**src/rtl/uart_pkg.sv**
```systemverilog
// Shared 8N1 frame definitions for the UART receiver and transmitter.
package uart_pkg;

    typedef enum logic [2:0] {
        IDLE       = 3'd0,
        START      = 3'd1,
        DATA       = 3'd2,
        STOP       = 3'd3,
        BREAK_WAIT = 3'd4
    } uart_state_e;

    localparam int   DATA_BITS = 8;
    localparam logic START_LVL = 1'b0;
    localparam logic STOP_LVL  = 1'b1;
    localparam logic IDLE_LVL  = 1'b1;

    function automatic logic maj3(input logic a, input logic b, input logic c);
        return (a & b) | (a & c) | (b & c);
    endfunction

endpackage

```
**src/rtl/uart_rx_sync.sv**
```systemverilog
// Input synchroniser for the serial line, reset to idle, with falling-edge detect.
module uart_rx_sync
    import uart_pkg::*;
#(
    parameter int SYNC_STAGES = 2
) (
    input  logic clk,
    input  logic reset,
    input  logic rx,
    output logic rxs,
    output logic fall
);

    logic [SYNC_STAGES-1:0] sync_q, sync_d;
    logic [SYNC_STAGES-1:0] real_q, real_d;
    logic                   prev_q, prev_d;
    logic                   armed_q, armed_d;

    // real_q tracks when sync_q's last stage holds a true line sample rather than
    // the reset fill; edges are only armed after a genuine high has been seen.
    always_comb begin
        sync_d  = {sync_q[SYNC_STAGES-2:0], rx};
        real_d  = {real_q[SYNC_STAGES-2:0], 1'b1};
        prev_d  = sync_q[SYNC_STAGES-1];
        armed_d = armed_q | (real_q[SYNC_STAGES-1] & sync_q[SYNC_STAGES-1]);
    end

    // Synchroniser and edge-detect state.
    always_ff @(posedge clk or posedge reset) begin
        if (reset) begin
            sync_q  <= {SYNC_STAGES{IDLE_LVL}};
            real_q  <= '0;
            prev_q  <= IDLE_LVL;
            armed_q <= 1'b0;
        end else begin
            sync_q  <= sync_d;
            real_q  <= real_d;
            prev_q  <= prev_d;
            armed_q <= armed_d;
        end
    end

    assign rxs  = sync_q[SYNC_STAGES-1];
    assign fall = armed_q & prev_q & ~sync_q[SYNC_STAGES-1];

endmodule

```
**src/rtl/uart_rx.sv**
```systemverilog
// 8N1 UART receiver: mid-bit 3-sample majority vote, glitch rejection,
// framing and overrun error pulses.
module uart_rx
    import uart_pkg::*;
#(
    parameter int clk_per_bit = 87,
    parameter int sync_stages = 2
) (
    input  logic       clk,
    input  logic       reset,
    input  logic       rx,
    input  logic       rx_ack,
    output logic [7:0] data_out,
    output logic       rx_valid,
    output logic       frame_err,
    output logic       overrun,
    output logic       busy
);

    localparam logic [15:0] CNT_LAST = 16'(clk_per_bit - 1);
    localparam logic [15:0] SAMP_MID = 16'(clk_per_bit / 2);
    localparam logic [15:0] SAMP_A   = SAMP_MID - 16'd1;
    localparam logic [15:0] SAMP_C   = SAMP_MID + 16'd1;

    uart_state_e state_q, state_d;
    logic [15:0] clk_count_q, clk_count_d;
    logic [2:0]  bit_index_q, bit_index_d;
    logic [7:0]  shift_q, shift_d;
    logic [1:0]  samp_q, samp_d;
    logic [7:0]  data_out_q, data_out_d;
    logic        rx_valid_q, rx_valid_d;
    logic        frame_err_q, frame_err_d;
    logic        overrun_q, overrun_d;
    logic        unread_q, unread_d;
    logic        busy_q, busy_d;
    logic        rxs_s, fall_s, vote_s, cnt_last_s, vote_pt_s;

    uart_rx_sync #(.SYNC_STAGES(sync_stages)) u_sync (
        .clk   (clk),
        .reset (reset),
        .rx    (rx),
        .rxs   (rxs_s),
        .fall  (fall_s)
    );

    assign cnt_last_s = (clk_count_q == CNT_LAST);
    assign vote_pt_s  = (clk_count_q == SAMP_C);
    assign vote_s     = maj3(samp_q[0], samp_q[1], rxs_s);

    // Next-state, sampling and output decode; the third sample is taken live at SAMP_C.
    always_comb begin
        state_d     = state_q;
        clk_count_d = cnt_last_s ? 16'd0 : clk_count_q + 16'd1;
        bit_index_d = bit_index_q;
        shift_d     = shift_q;
        samp_d      = samp_q;
        data_out_d  = data_out_q;
        rx_valid_d  = 1'b0;
        frame_err_d = 1'b0;
        overrun_d   = 1'b0;
        unread_d    = rx_ack ? 1'b0 : unread_q;

        if (clk_count_q == SAMP_A) begin
            samp_d[0] = rxs_s;
        end else if (clk_count_q == SAMP_MID) begin
            samp_d[1] = rxs_s;
        end else begin
            samp_d = samp_q;
        end

        case (state_q)
            IDLE: begin
                clk_count_d = 16'd0;
                bit_index_d = 3'd0;
                state_d     = fall_s ? START : IDLE;
            end
            START: begin
                if (vote_pt_s && (vote_s != START_LVL)) begin
                    state_d = IDLE;
                end else if (cnt_last_s) begin
                    state_d     = DATA;
                    bit_index_d = 3'd0;
                end else begin
                    state_d = START;
                end
            end
            DATA: begin
                if (vote_pt_s) begin
                    shift_d[bit_index_q] = vote_s;
                end else begin
                    shift_d = shift_q;
                end
                if (cnt_last_s) begin
                    if (bit_index_q == 3'(DATA_BITS - 1)) begin
                        state_d = STOP;
                    end else begin
                        bit_index_d = bit_index_q + 3'd1;
                    end
                end else begin
                    state_d = DATA;
                end
            end
            STOP: begin
                // Decide at the vote so a following start edge is not missed.
                if (vote_pt_s) begin
                    if (vote_s == STOP_LVL) begin
                        data_out_d = shift_q;
                        rx_valid_d = 1'b1;
                        overrun_d  = unread_q & ~rx_ack;
                        unread_d   = 1'b1;
                        state_d    = IDLE;
                    end else begin
                        frame_err_d = 1'b1;
                        state_d     = BREAK_WAIT;
                    end
                end else begin
                    state_d = STOP;
                end
            end
            BREAK_WAIT: begin
                clk_count_d = 16'd0;
                state_d     = rxs_s ? IDLE : BREAK_WAIT;
            end
            default: begin
                state_d     = IDLE;
                clk_count_d = 16'd0;
            end
        endcase

        busy_d = (state_d != IDLE);
    end

    // State and registered outputs.
    always_ff @(posedge clk or posedge reset) begin
        if (reset) begin
            state_q     <= IDLE;
            clk_count_q <= 16'd0;
            bit_index_q <= 3'd0;
            shift_q     <= 8'h00;
            samp_q      <= 2'b00;
            data_out_q  <= 8'h00;
            rx_valid_q  <= 1'b0;
            frame_err_q <= 1'b0;
            overrun_q   <= 1'b0;
            unread_q    <= 1'b0;
            busy_q      <= 1'b0;
        end else begin
            state_q     <= state_d;
            clk_count_q <= clk_count_d;
            bit_index_q <= bit_index_d;
            shift_q     <= shift_d;
            samp_q      <= samp_d;
            data_out_q  <= data_out_d;
            rx_valid_q  <= rx_valid_d;
            frame_err_q <= frame_err_d;
            overrun_q   <= overrun_d;
            unread_q    <= unread_d;
            busy_q      <= busy_d;
        end
    end

    assign data_out  = data_out_q;
    assign rx_valid  = rx_valid_q;
    assign frame_err = frame_err_q;
    assign overrun   = overrun_q;
    assign busy      = busy_q;

endmodule
```
**config.mk**
```make
export PLATFORM = sky130hd
export DESIGN_NAME = uart_rx
export DESIGN_NICKNAME = d
export VERILOG_FILES = /design/src/rtl/uart_pkg.sv /design/src/rtl/uart_rx_sync.sv /design/src/rtl/uart_rx.sv
export SDC_FILE = /design/constraint.sdc
export NUM_CORES = 1
export LEC_CHECK = 0
export BUFFER_PORTS_ARGS = -buffer_cell sky130_fd_sc_hd__buf_2
export CAP_MARGIN = 20
export CORE_MARGIN = 10
export CORE_UTILIZATION = 56
export DETAILED_ROUTE_END_ITERATION = 12
export PLACE_DENSITY = 0.85
export SYNTH_ARGS = -nofsm -noshare
export SYNTH_HDL_FRONTEND = slang
export SYNTH_SLANG_ARGS = --single-unit
```
**constraint.sdc**
```tcl
create_clock -name clk -period 2.28 [get_ports clk]
set_clock_uncertainty 0.15 [all_clocks]
set_input_delay 0.228 -clock clk [delete_from_list [all_inputs] [get_ports clk]]
set_output_delay 0.228 -clock clk [all_outputs]
set_load 0.01 [all_outputs]
```
==> results of run 1 <==
-- power groups by stage --
stage,Clock [W],Combinational (W),Sequential (W)
after floorplan,0,0.000208,0.00102
after global placement,0,0.000235,0.00104
after detailed placement,0,0.000243,0.00105
after CTS,0.000656,0.000248,0.00103
after global routing,0.000699,0.000284,0.00104
final,0.000646,0.000249,0.00103
-- per-layer routing --
metal  global-route usage  wire, um  up-vias
met5                    0         0        -
met4               0.0644        85        0
met3               0.0354       231        6
met2                0.191      2060       44
met1                0.165      1960      795
li1                     -         -      786
-- kinds of logic after synthesis --
logic type                 Yosys count
AOI/OAI and AO/OA                   22
xor gates and xnor gates            10
adders and majority gates            5
buffers and inverters               18
DFF                                 51
muxes                               21
other                                1
and+or+nand+nor                     79
-- how the worst min path moves through the flow --
stage	slack (ps)	depth (start not counted)	from	end
3_5_place_dp	150	2	reset	unread_q
2_1_floorplan	80	0	rx	u_sync.sync_q[0]
5_1_grt	50	3	rx_ack	overrun
3_3_place_gp	150	2	reset	u_sync.real_q[0]
6_report	50	3	rx_ack	unread_q
4_1_cts	50	3	rx_ack	unread_q
-- cell usage in the layout, fill, tap and decap left out, drive strengths merged, types with 6 or more instances in the layout --
cell,synthesis,layout
buf,6,25
inv,9,10
nand2,7,7
nor2,16,16
o21ai,6,6
nand3,6,6
dfrtp,48,48
mux2,19,19
xor2,9,9
nor3,6,6
nor4,8,8
a21oi,6,6
or3,6,6
nand4,9,9
-- sequential cells by signal (all words and copies together), names as in the netlist --
signal / flops
clk_count_q: 16
data_out: 8
shift_q: 8
bit_index_q: 3
state_q: 3
samp_q: 2
u_sync.real_q: 2
u_sync.sync_q: 2
busy: 1
frame_err: 1
overrun: 1
rx_valid: 1
u_sync.armed_q: 1
u_sync.prev_q: 1
unread_q: 1
-- through the flow --
step                setup TNS, ps   util  hold slack [ps]  instance area (um^2)
floorplan                       0      -             82.5                  2400
global placement                0  0.627              149                  2540
detailed placement              0  0.627              152                  2540
CTS                             0  0.660             49.4                  2680
global route                -6.64  0.665             50.5                  2700
finish                          0  0.665             53.2                  2700
-- critical path: stages (launching register included) --
cell	delay (ps)
dfrtp_1	440
nor4b_2	420
nand4_2	170
buf_4	210
nor4_1	250
mux2_2	370
-- timing repair --
item,CTS,global route
resized for setup,0,1
hold endpoints to repair,23,0
hold buffers,2,0
setup buffers,0,2
endpoints found under the setup margin,0,3
-- final cells by class --
class / instances / share of cell area
clock buffer: 5 / 0.0255
clock inverter: 3 / 0.0176
inverter: 9 / 0.0125
multi-input combinational: 138 / 0.379
sequential: 51 / 0.474
tap: 50 / 0.0232
timing repair buffer: 27 / 0.0677
==> run metrics, run 1 <==
Int Power roughly 0.0014 W; Final Setup Violations 0; Syn Std Cell Area 0.00240 mm^2; initial DRC count ~100; Pre-antenna DRT Iters 4; placed cells between 200 and 300; Final WS setup 159 ps; crit path from clk_count_q[4]; top post-synthesis cells by count 48 x dfrtp_1, 16 x nor2_1, 15 x mux2_2, 9 x inv_1, 9 x xor2_1; CP arrival 2170 ps; maximum vdd drop between 0.5 and 0.6 mV; Design Power 0.00192 W; pin count of the biggest net entering global routing 28; DP Worst Slack around 130 ps; clock sinks between 50 and 60; final worst-path cycle share 0.930; clock share of power 0.336; CP max FO 12; number of diodes 0; Worst Tran Pin Value between 500 and 600 ps; GPL Wtd Cong between 0.7 and 0.8; Seq/Total Area, Yosys 0.534; sequential power share 0.535; most frequent cell after synthesis dfrtp_1; Initial Utilization 0.591; fin nets 241; simple-gate share of the synthesized area 0.206; Critical Path End shift_q[5]; total number of vias 1,631; WL/cell 15.3 um; Detail Route Antenna Nets 0; Post-synth EDFFs 0; Non-Filler Instances about 280; combinational family with the most area after synthesis simple AND/OR/NAND/NOR gates; # rows 23; Logic pwr share 0.129; Net Switching 0.000531 W; clk root buf clkbuf_8; yosys warns 0; PortBufs 15; mux contribution to synthesized area 0.0977; area share of the largest cell type after synthesis 0.501; die span in y between 80 and 90 um; core area approximately 0.0041 mm^2; CTS tree done; Congestion Overflow GR 0; Yosys top cell by area dfrtp_1; top_reg_cell synth dfrtp_1; RR Startpoint clk_count_q[4]; Worst-Skew Late Latency between 300 and 400 ps; die width approximately 85 um; CTS Buf Count 5; critical path class flip-flop to flip-flop; status completed; Vias/cell 5.76; CP Capture Type flip-flop; Die ar. approximately 0.0073 mm^2; Static Leak about 1.3 nW; reg2reg end shift_q[5]; dpl hpwl 3040 um; layout cells sized above 1 0.249; Max Cap Viol 0; fmax roughly 0.47 GHz; Req. time, crit path about 2300 ps; Avg Cell Area, Syn 11.6 um^2; Total GRT Usage 0.128; first-pass GRT wire length around 8000 um; Tightest Hold Check Type input pin to flip-flop; #FFs+latches synth between 50 and 60; Reg clk slew, reported paths ~90 ps; setup slack, reg-to-reg about 160 ps; Mapped Cells about 210; async set-reset flop share out of synthesis 1.00; slew margin rel. 0.644; Boundary Pins 16; CTS max path bufs 2; Synth Area in XOR/XNOR 0.0366; fin. max-slew vios 0; clock period minus final worst setup slack around 2100 ps; Syn-to-layout area delta 12.6%; Hold Vio Cnt, Final 0; WL final around 4300 um; adder-cell area share of the yosys netlist 0.0261; area of the multi-input gates approximately 0.0010 mm^2; Register Area between 0.001 and 0.0015 mm^2; CP startpoint kind flip-flop; Synth area leaders dfrtp_1 50%, mux2_2 7.0%, dfstp_2 3.3%; H-Tree Depth 2; fillers between 200 and 300; Net Sw Frac 0.276; vias in the first global route between 1,500 and 2,000; Unique masters post-synth between 40 and 50; Syn Nets ~220; initial antenna violation count 0; cells on worst reg2reg path 5; Synth Area in Compound Gates 0.0574; ratio of total power to cell area around 710 mW/mm^2; post-route DRC violation count 0
No activity file was read; power rests on OpenSTA's default activity.
==> run 2: changes to the inputs <==
--- a/config.mk
+++ b/config.mk
@@ -5,6 +5,7 @@
 export SDC_FILE = /design/constraint.sdc
 export NUM_CORES = 1
 export LEC_CHECK = 0
+export ABC_AREA = 1
 export BUFFER_PORTS_ARGS = -buffer_cell sky130_fd_sc_hd__buf_2
 export CAP_MARGIN = 20
 export CORE_MARGIN = 10
==> run 2 against run 1 <==
Highest routed layer unchanged; combinational power increased by 20%; design area increased by 2.1%; critical endpoint is now clk_count_q[6]; die area increased by 2.9%; flip-flop and latch count unchanged; critical path depth increased by 6; count of clock-buffer cells in the layout unchanged.
==> run metrics, run 2 <==
die width 86.6 um (+1.4%); area share of the largest cell type after synthesis 0.483 (-0.0182); CP max FO 9 (-3); cell chain of the critical path inv_1 > ha_1 > nand2_1 > inv_1 > nand2_1 > nor2_2 > nand2_2 > nand2_4 > inv_1 > o21ai_0 > a21oi_1; die span in y 86.6 um (+1.4%); Crit-path slowest cell dfrtp_1; #FFs+latches synth 51 (unchanged); DP Worst Slack 486 ps (+358 ps); CP startpoint kind flip-flop; Yosys top cell by area dfrtp_1; GPL Wtd Cong 0.831 (+5.5%); Post-synth EDFFs 0 (unchanged); number of diodes 0 (unchanged); vias in the first global route 1,809 (+10%); Synth Area in Compound Gates 0.0654 (+0.00798); Total GRT Usage 0.126 (-0.00174); hold worst-path end overrun; Die ar. 0.00750 mm^2 (+2.9%); clk root buf clkbuf_8; clock sinks 51 (unchanged); RR Startpoint clk_count_q[0]; top post-synthesis cells by count 76 x nand2_1, 48 x dfrtp_1, 30 x inv_1, 27 x nor2_1, 14 x nand3_1; Final WS setup 482 ps (+323 ps); Req. time, crit path 2310 ps (-20 ps); Synth Area in XOR/XNOR 0.0106 (-0.0260); most frequent cells in the layout 76 x nand2_1, 48 x dfrtp_1, 29 x inv_1; Worst-Skew Late Latency 310 ps (about the same); initial antenna violation count 0 (unchanged); Reg clk slew, reported paths 90 ps (about the same); Initial Utilization 0.575 (-0.0156); fmax 0.556 GHz (+18%); maximum vdd drop 0.547 mV (+8.4%); simple-gate share of the synthesized area 0.320 (+0.114); Vias/cell 5.11 (-11%); Final Setup Violations 0 (unchanged); mux contribution to synthesized area 0 (-0.0977); # rows 24 (+4.3%); yosys warns 0 (unchanged); first-pass GRT wire length 7770 um (-0.61%); Unique masters post-synth 29 (-36%); adder-cell area share of the yosys netlist 0.0252 (-0.000946); Detail Route Antenna Nets 0 (unchanged); total number of vias 1,866 (+14%); initial DRC count 77 (-24%); critical path class flip-flop to flip-flop; most frequent CP cell inv_1; Largest register FFs 16 (unchanged); Hold Path Depth 4 (+1); Max Cap Viol 0 (unchanged); status completed; WL/cell 11.7 um (-24%); setup slack, reg-to-reg 480 ps (+320 ps); Hold Path Origin rx_ack; CTS max path bufs 2 (unchanged); Seq/Total Area, Yosys 0.515 (-0.0194); combinational family with the most area after synthesis simple AND/OR/NAND/NOR gates; RSZ-0062 raised after global routing no; Crit path buffers/inverters 3 (+2); Synth area leaders dfrtp_1 48%, nand2_1 11%, inv_1 4.5%; CTS Buf Count 5 (unchanged); most frequent cell after synthesis nand2_1; Hold Vio Cnt, Final 0 (unchanged); post_cts resized 0 (unchanged); fillers 372 (+29%); CP arrival 1830 ps (-340 ps); reg2reg end clk_count_q[6]; Register Area 0.00128 mm^2 (unchanged); post-CTS setup buffer count 0 (unchanged); core area 0.00432 mm^2 (+6.6%); final setup TNS 0 ps (unchanged); final worst-path cycle share 0.788 (-0.142); Syn Nets 297 (+38%); cells on worst reg2reg path 11 (+6); Boundary Pins 16 (unchanged); fin nets 321 (+33%); Avg Cell Area, Syn 8.63 um^2 (-25%); commonest non-fill, non-tap cell in the layout nand2_1; WL final 4260 um (-1.8%); PortBufs 15 (unchanged); fin. max-slew vios 0 (unchanged); CTS tree done; Static Leak 1.40 nW (+3.9%); clock period minus final worst setup slack 1800 ps (-323 ps); Top Family by Delay on Critical Path simple AND/OR/NAND/NOR gates; register bank with the most flops clk_count_q; # hold bufs at CTS 2 (unchanged); Congestion Overflow GR 0 (unchanged); slowest stage delay, CP 420 ps (-20 ps); Tightest Hold Check Type input pin to flip-flop; Syn Std Cell Area 0.00249 mm^2 (+3.8%); top_reg_cell synth dfrtp_1; post-route DRC violation count 0 (unchanged); ratio of total power to cell area 711 mW/mm^2 (-0.25%); layout cells sized above 1 0.201 (-0.0476); Syn-to-layout area delta 10.8%; H-Tree Depth 2 (unchanged); area of the multi-input gates 0.00105 mm^2 (+2.6%); Pre-antenna DRT Iters 4 (unchanged); Mapped Cells 288 (+39%); async set-reset flop share out of synthesis 1.00 (unchanged); dpl hpwl 3240 um (+6.6%); pin count of the biggest net entering global routing 19 (-32%); CP Capture Type flip-flop
-- run 2: power by group --
group	internal, W	switching (W)
clock network	0.000333	0.000309
logic	0.000102	0.000197
registers	0.000960	0.0000596
total	0.00139	0.000566
-- run 2: cells by family after synthesis --
kind of cell / after synthesis
XOR/XNOR: 3
buffers and inverters: 37
flip-flops: 51
adder cells (fa/ha/maj): 5
AO/OA/AOI/OAI: 31
other: 1
AND/OR/NAND/NOR: 160
-- run 2: layer usage --
metal / track usage / wire length [um] / vias to the layer above
li1: - / - / 960
met1: 0.142 / 1870 / 867
met2: 0.211 / 2070 / 31
met3: 0.0403 / 230 / 8
met4: 0.0589 / 90 / 0
met5: 0 / 0 / -
-- run 2: worst max-delay path by stage --
| stage | from | end | slack, ps | cells past startpoint |
|---|---|---|---|---|
| 6_report | clk_count_q[0] | clk_count_q[6] | 480 | 11 |
| 5_1_grt | clk_count_q[0] | clk_count_q[9] | 280 | 11 |
| 4_1_cts | clk_count_q[0] | clk_count_q[9] | 460 | 11 |
| 3_5_place_dp | clk_count_q[0] | clk_count_q[6] | 490 | 11 |
| 3_3_place_gp | clk_count_q[0] | clk_count_q[6] | 540 | 11 |
| 2_1_floorplan | reset | bit_index_q[0] | 680 | 1 |
-- run 2: worst min-delay path, stage by stage --
cell,delay [ps]
buf_2,70
inv_1,30
nand2_1,80
nor2_2,50
-- run 2: cell type report --
class,count,share of cell area
Clock buffer,5,0.0250
Clock inverter,3,0.0173
Inverter,35,0.0486
Multi-Input combinational cell,200,0.381
Sequential cell,51,0.465
Tap cell,52,0.0236
Timing Repair Buffer,19,0.0400
-- run 2: stage by stage --
stage	hold slack, ps	cells	total power, W	utilization	area (um^2)
floorplan	82.5	288	0.00126	-	2490
global placement	71.3	355	0.00132	0.606	2620
detailed placement	75.9	355	0.00133	0.606	2620
CTS	14.3	365	0.00198	0.637	2760
global route	32.2	365	0.00206	0.637	2760
finish	21.5	365	0.00196	0.637	2760
==> run 3: changes to the inputs <==
==> constraint.sdc (replaced) <==
create_clock -name clk -period 1.8 [get_ports clk]
set_clock_uncertainty 0.15 [all_clocks]
set_input_delay 0.18 -clock clk [delete_from_list [all_inputs] [get_ports clk]]
set_output_delay 0.18 -clock clk [all_outputs]
set_load 0.01 [all_outputs]
==> run 3 against run 2 <==
Utilization rose by 3.0 points; critical path depth stayed put; register-to-register slack lost 450 ps; power rose by 25%; flip-flop and latch count did not move; largest power group unchanged.
==> run metrics, run 3 (same netlist as run 2, synthesis figures left out) <==
die width 86.6 um (unchanged); CP arrival 1830 ps (about the same); Net Sw Frac 0.303 (+0.0149); maximum vdd drop 0.584 mV (+6.6%); GPL Wtd Cong 0.857 (+3.1%); Congestion Overflow GR 0 (unchanged); total number of vias 1,937 (+3.8%); Hold Path Depth 0 (-4); clock share of power 0.264 (-0.063); Logic pwr share 0.207 (+0.054); DP Worst Slack 46.0 ps (-440 ps); Detail Route Antenna Nets 0 (unchanged); H-Tree Depth 2 (unchanged); fillers 351 (-5.6%); ratio of total power to cell area 848 mW/mm^2 (+19%); Reg clk slew, reported paths 90 ps (about the same); Boundary Pins 16 (unchanged); Die ar. 0.00750 mm^2 (unchanged); CTS tree done; Syn-to-layout area delta 16.1%; Static Leak 1.48 nW (+5.7%); number of diodes 0 (unchanged); fin nets 338 (+5.3%); critical path class flip-flop to flip-flop; layout cells sized above 1 0.258 (+0.0563); CP startpoint kind flip-flop; RSZ-0062 raised after global routing yes; CTS max path bufs 2 (unchanged); Net Switching 0.000742 W (+31%); clock period minus final worst setup slack 1770 ps (-25.5 ps); CP max FO 7 (-2); dpl cell area 0.00267 mm^2 (+1.9%); # rows 24 (unchanged); WL final 4790 um (+12%); most frequent cells in the layout 74 x nand2_1, 48 x dfrtp_1, 27 x inv_1; die span in y 86.6 um (unchanged); Total GRT Usage 0.125 (-0.00107); WL/cell 12.5 um (+7.3%); cells on worst reg2reg path 11 (unchanged); fin. max-slew vios 0 (unchanged); Final Setup Violations 0 (unchanged); initial DRC count 139 (+81%); Hold Vio Cnt, Final 0 (unchanged); Tightest Hold Check Type flip-flop to flip-flop; Fin Hold WS 211 ps (+189 ps); dpl hpwl 3390 um (+4.8%); clk root buf clkbuf_8; Pre-antenna DRT Iters 4 (unchanged); final instance area 0.00289 mm^2 (+4.7%); initial antenna violation count 0 (unchanged); vias in the first global route 1,869 (+3.3%); Vias/cell 5.07 (-0.81%); first-pass GRT wire length 7710 um (-0.80%); clock sinks 51 (unchanged); Initial Utilization 0.575 (unchanged); Final WS setup 27.8 ps (-455 ps); CP Capture Type flip-flop; core area 0.00432 mm^2 (unchanged); PortBufs 15 (unchanged); Worst-Skew Late Latency 310 ps (about the same); CTS Buf Count 5 (unchanged); sequential power share 0.529 (+0.009); Largest register FFs 16 (unchanged); pin count of the biggest net entering global routing 31 (+12); Max Cap Viol 0 (unchanged); Int Power 0.00170 W (+22%); final worst-path cycle share 0.985 (+0.196); fmax 0.564 GHz (+1.4%); status completed; Req. time, crit path 1850 ps (-460 ps); commonest non-fill, non-tap cell in the layout nand2_1; post-route DRC violation count 0 (unchanged); register bank with the most flops clk_count_q
-- run 3: cell types whose count changed in the layout (fill, tap and decap cells not counted), sizes merged --
cell         before  now
clkinv            4    5
buf              17   32
inv              33   34
bufinv            1    0
dlygate4sd3       2    3
-- run 3: final cells by class --
| class | count | area [um^2] | share of cell area |
|---|---|---|---|
| inverters | 35 | 138 | 0.0477 |
| repair buffers | 35 | 245 | 0.0850 |
| flip-flops and latches | 51 | 1280 | 0.444 |
| repair inverters | 1 | 5.00 | 0.00173 |
| clock inverters | 3 | 18.8 | 0.00650 |
| multi-input cells | 200 | 1060 | 0.369 |
| clock buffers | 5 | 68.8 | 0.0239 |
| well taps | 52 | 65.1 | 0.0225 |
-- run 3: critical path, cell delays in order (launching register included) --
cell,delay [ps]
dfrtp_1,430
inv_2,90
ha_2,180
nand2_1,50
inv_1,50
nand2_1,60
nor2_2,110
nand2_2,130
nand2_4,160
buf_4,130
buf_4,100
a21oi_1,30
-- run 3: path summary, 6_finish.rpt --
path	end	from	slack, ps
hold reg to reg	u_sync.sync_q[1]	u_sync.sync_q[0]	210
hold / removal	u_sync.sync_q[1]	u_sync.sync_q[0]	210
max in group asynchronous	bit_index_q[0]	reset	690
setup / recovery	clk_count_q[2]	clk_count_q[0]	30
min in group asynchronous	clk_count_q[13]	reset	290
setup reg to reg	clk_count_q[2]	clk_count_q[0]	30
-- run 3: metal layers --
metal,up-vias,share of wire,track usage
li1,993,-,-
met1,901,0.44,0.141
met2,36,0.49,0.213
met3,7,0.053,0.0356
met4,0,0.015,0.0574
met5,-,0,0
-- run 3: per-stage QoR --
step	power (W)	std cells	util	setup TNS, ps
3_5_place_dp	0.00172	360	0.617	0
4_1_cts	0.00236	371	0.644	0
2_1_floorplan	0.00160	288	-	0
6_report	0.00245	382	0.667	0
3_3_place_gp	0.00169	360	0.617	0
5_1_grt	0.00257	382	0.667	-181
-- run 3: power groups by stage --
stage               sequential [W]  clock, W  combinational [W]
floorplan                  0.00130         0           0.000299
global placement           0.00131         0           0.000388
detailed placement         0.00131         0           0.000407
CTS                        0.00129  0.000661           0.000416
global route               0.00130  0.000704           0.000565
finish                     0.00129  0.000645           0.000507
-- run 3: timing repair --
item                                    in CTS  in global routing
hold buffers                                 3                  0
buffers inserted                             0                 10
endpoints found under the setup margin       0                 19
endpoints found under the hold margin       20                  0
gates resized for setup                      0                  9
